File: config.mk
export PLATFORM = sky130hd
export DESIGN_NAME = pipe_seg_reg
export DESIGN_NICKNAME = d
export VERILOG_FILES = /design/src/rtl/pipe_seg_reg.sv
export SDC_FILE = /design/constraint.sdc
export NUM_CORES = 1
export LEC_CHECK = 0
export ABC_CLOCK_PERIOD_IN_PS = 2550
export BUFFER_PORTS_ARGS = -buffer_cell sky130_fd_sc_hd__buf_4
export CAP_MARGIN = 20
export CORE_MARGIN = 2
export CORE_UTILIZATION = 49
export CTS_CLUSTER_DIAMETER = 120
export DETAILED_ROUTE_END_ITERATION = 10
export GPL_ROUTABILITY_DRIVEN = 0
export PLACE_DENSITY = 0.85
export SLEW_MARGIN = 30
export SYNTH_ARGS = -nofsm -noshare
export SYNTH_HDL_FRONTEND = slang
export SYNTH_SLANG_ARGS = --single-unit
File: constraint.sdc
create_clock -name clk -period 2.55 [get_ports clk]
set_input_delay 0.255 -clock clk [delete_from_list [all_inputs] [get_ports clk]]
set_output_delay 0.255 -clock clk [all_outputs]
set_load 0.1 [all_outputs]
File: src/rtl/pipe_seg_reg.sv
// Generic valid/ready pipeline segment register with optional skid entry
// and a saturating stall counter.
module pipe_seg_reg #(
  parameter int DATA_W = 32,
  parameter int SKID   = 0,
  parameter int CNT_W  = 32
) (
  input  logic              clk,
  input  logic              rst,
  input  logic              in_valid,
  output logic              in_ready,
  input  logic [DATA_W-1:0] in_data,
  output logic              out_valid,
  input  logic              out_ready,
  output logic [DATA_W-1:0] out_data,
  input  logic              ready_go,
  input  logic              flush,
  output logic              busy,
  input  logic              cnt_clr,
  output logic [CNT_W-1:0]  stall_cnt
);

  logic              valid;
  logic [DATA_W-1:0] main_data;
  logic              out_fire;
  logic              in_fire;
  logic              stall;

  assign out_valid = valid & ready_go;
  assign busy      = valid;
  assign out_data  = main_data;
  assign out_fire  = out_valid & out_ready;
  assign in_fire   = in_valid & in_ready;
  assign stall     = valid & ~(ready_go & out_ready);

  generate
    if (SKID == 0) begin : g_single
      assign in_ready = ~valid | (ready_go & out_ready);

      always_ff @(posedge clk) begin
        if (rst) begin
          valid     <= 1'b0;
          main_data <= '0;
        end else begin
          if (flush)
            valid <= 1'b0;
          else if (in_ready)
            valid <= in_valid;
          if (in_fire)
            main_data <= in_data;
        end
      end
    end else begin : g_skid
      logic              skid_valid;
      logic [DATA_W-1:0] skid_data;
      logic              advance;

      // Ready depends only on state, so no comb path from out_ready.
      assign in_ready = ~skid_valid;
      assign advance  = ~valid | out_fire;

      always_ff @(posedge clk) begin
        if (rst) begin
          valid      <= 1'b0;
          skid_valid <= 1'b0;
          main_data  <= '0;
          skid_data  <= '0;
        end else begin
          if (advance) begin
            if (skid_valid) begin
              main_data  <= skid_data;
              valid      <= 1'b1;
              skid_valid <= 1'b0;
            end else begin
              if (in_fire)
                main_data <= in_data;
              valid <= in_fire;
            end
          end else if (in_fire) begin
            skid_data  <= in_data;
            skid_valid <= 1'b1;
          end
          if (flush) begin
            valid      <= 1'b0;
            skid_valid <= 1'b0;
          end
        end
      end
    end
  endgenerate

  always_ff @(posedge clk) begin
    if (rst)
      stall_cnt <= '0;
    else if (cnt_clr)
      stall_cnt <= '0;
    else if (stall && stall_cnt != '1)
      stall_cnt <= stall_cnt + CNT_W'(1);
  end

endmodule

==> metrics.yaml <==
path_max_fanout: 27
postCtsSetupRepairBufs: 0
yosysWarningCount: 0
regToRegEndpoint: "stall_cnt[25]"
synth_edf_count: 0
cp-startpoint: "busy"
wl_mm: 7.12
start_kind: "register"
finalClockSkew_ns: 0.00721
crit_chain: "a21boi_2, inv_2, nor3_2, o31ai_4, buf_4, or4_1, a21oi_1"
reg2reg_from: "busy"
hold_buffers: 0
cap_violations: 0
synth_area_um2: 2810
route.detailed.drc: 0
cts_resized: 0
synthMuxAreaShare: 0
grt_pass1_vias: 2612
cts_root_buf: "clkbuf_8"
drive_gt1_frac: 0.366
crit_path_end: "stall_cnt[25]"
hold_path.class: "in -> reg"
synth_top_family_by_area: "simple AND/OR/NAND/NOR gates"
dp_cells: 499
status: "finished clean"
cp.depth: 7
track_usage: 0.230
crit_type: "reg -> reg"
reg2reg_slack_ns: 0.45
area_growth_pct: 36.3
nNetsFinal: 478
fp.dieArea_um2: 6350
htree_levels: 3
fmax_mhz: 476
synth_top_flop_cell: "dfxtp_1"
slowest_stage: "or4_1"
clock_sinks: 65
antenna_found_initial: 0
cpPeakStageDelay_ns: 0.54
clkTransAtPathRegs_ns: 0.07
clk_latency_ns: 0.34
fin_cells: 515
die_h_um: 79.7
setup_viol: 0
portBuffers: 105
slew_headroom: 0.537
rsz0062_at_grt: "no"
endpoint_kind: "register"
ys_seq_area_frac: 0.464
drt_iter0_drc: 96
antenna_cells: 0
numCtsBuffers: 9
synthArstFlopShare: 0
wire_per_inst_um: 13.8
rows: 27
ff2ff_path_depth: 7
whs_ns: 0.0598
synth-compound-area-share: 0.185
io_pins: 106
avgSynthCellArea_um2: 8.40
synthCells: 334
p_per_area_nw_per_um2: 592
synthDistinctLibCells: 47
period_needed_ns: 2.10
initial_utilization: 0.510
die-width_um: 79.7
core-area_um2: 5510
critPathRequiredTime_ns: 2.82
synth_nets: 374
grt_start_max_net_pins: 38
min_period_over_period: 0.824
leakagePower_uw: 0.00152
slew_violations: 0
detail-route-antenna-nets: 0
final-hold-violation-count: 0
synthAdderAreaFrac: 0.00446
worstPathBufferInverterCount: 2
vias_per_cell: 5.37
synth-seq-cells: 65
worstPathArrival_ns: 2.37
yosys.area_share.simple: 0.286
tightestPinTransition_ns: 0.692
cts_tree: "done"
critPathTopFamily: "simple AND/OR/NAND/NOR gates"
clock_path_buffers: 2
vias: 2765
grt_pass1_wl_mm: 11.5
dr.pass1.iters: 5
overflow: 0
synth_xor_area_frac: 0.0250
ir_drop_mv: 0.547
dp_hpwl_mm: 5.10
==> cell type report <==
type | count | area, um2
well taps | 72 | 90.1
inverters | 3 | 11.3
fillers | 437 | 1680
clock buffers | 10 | 138
multi-input cells | 249 | 1400
flip-flops and latches | 65 | 1310
repair buffers | 110 | 826
clock inverters | 6 | 43.8
==> cells by family (layout without fill, tap and decap cells) <==
logic type                 after synthesis  count (layout)
DFF                                     65              65
adders and majority gates                1               1
buffers and inverters                   20             129
xor gates and xnor gates                 8               8
AOI/OAI and AO/OA                       83              83
and+or+nand+nor                        157             157
==> flip-flops by register name (all words and copies together), names as in the netlist <==
register   count
out_data      32
stall_cnt     32
busy           1
==> worst reg2reg max path, stage by stage, from the launching register on <==
cell      delay [ns]
dfxtp_2         0.34
a21boi_2        0.27
inv_2           0.12
nor3_2          0.27
o31ai_4         0.10
buf_4           0.22
or4_1           0.55
a21oi_1         0.18
==> routing by layer <==
layer  routed length (um)  GRT usage  up-vias
met5                    0          0        -
met4                  155      0.103        0
met3                  412     0.0803       13
met2                 3630      0.389       80
met1                 2920      0.261     1283
li1                     -          -     1389
==> cells in the mapped netlist, drive strengths merged, types with 2 or more instances <==
cell type | instances | area [um2]
nor2 | 13 | 48.8
o211ai | 4 | 30.0
xor2 | 7 | 61.3
nand2 | 82 | 310
or2 | 3 | 18.8
o21ai | 13 | 65.1
and2 | 4 | 25.0
o31ai | 10 | 93.8
dfxtp | 65 | 1300
nor4 | 5 | 52.6
nor3 | 2 | 15.0
clkbuf | 10 | 37.5
buf | 6 | 45.0
o21a | 2 | 15.0
nand3 | 13 | 70.1
a21oi | 49 | 268
and4 | 4 | 36.3
or4 | 7 | 52.6
o31a | 2 | 18.8
inv | 3 | 11.3
nand4 | 8 | 62.6
or3 | 14 | 95.1
==> per-stage QoR <==
| stage | setup TNS [ns] | area, um2 | power, uW | setup slack, ns | utilization |
|---|---|---|---|---|---|
| finish | 0 | 3830 | 2270 | 0.448 | 0.695 |
| global route | 0 | 3830 | 2350 | 0.311 | 0.695 |
| CTS | 0 | 3830 | 2280 | 0.442 | 0.695 |
| detailed placement | 0 | 3640 | 1500 | 0.450 | 0.662 |
| global placement | 0 | 3640 | 1500 | 0.534 | 0.662 |
| floorplan | -0.0105 | 2820 | 1390 | -0.0105 | - |
==> where the power goes <==
part           internal [uW]  total (uW)  switching [uW]
registers               1050        1060            16.1
clock network            380         791             410
logic                    101         415             313
==> cell usage in the layout (no fill, tap or decap), types with 7 or more instances in the layout <==
cell        n
a21oi_1    43
buf_4     110
clkbuf_8   10
dfxtp_1    55
dfxtp_2    10
nand2_1    81
nand3_1    12
nor2_1     13
o21ai_1    10
o31ai_1     8
or3_1      11
or4_1       7
xor2_1      7
==> worst min-delay path by stage <==
stage | start | to | slack (ns) | cells past startpoint
global placement | flush | busy | 0.41 | 2
CTS | flush | busy | 0.05 | 2
global route | flush | busy | 0.05 | 2
detailed placement | flush | busy | 0.42 | 2
floorplan | flush | busy | 0.33 | 1
finish | flush | busy | 0.06 | 2
Note: power is estimated with default switching activity, not from simulation.
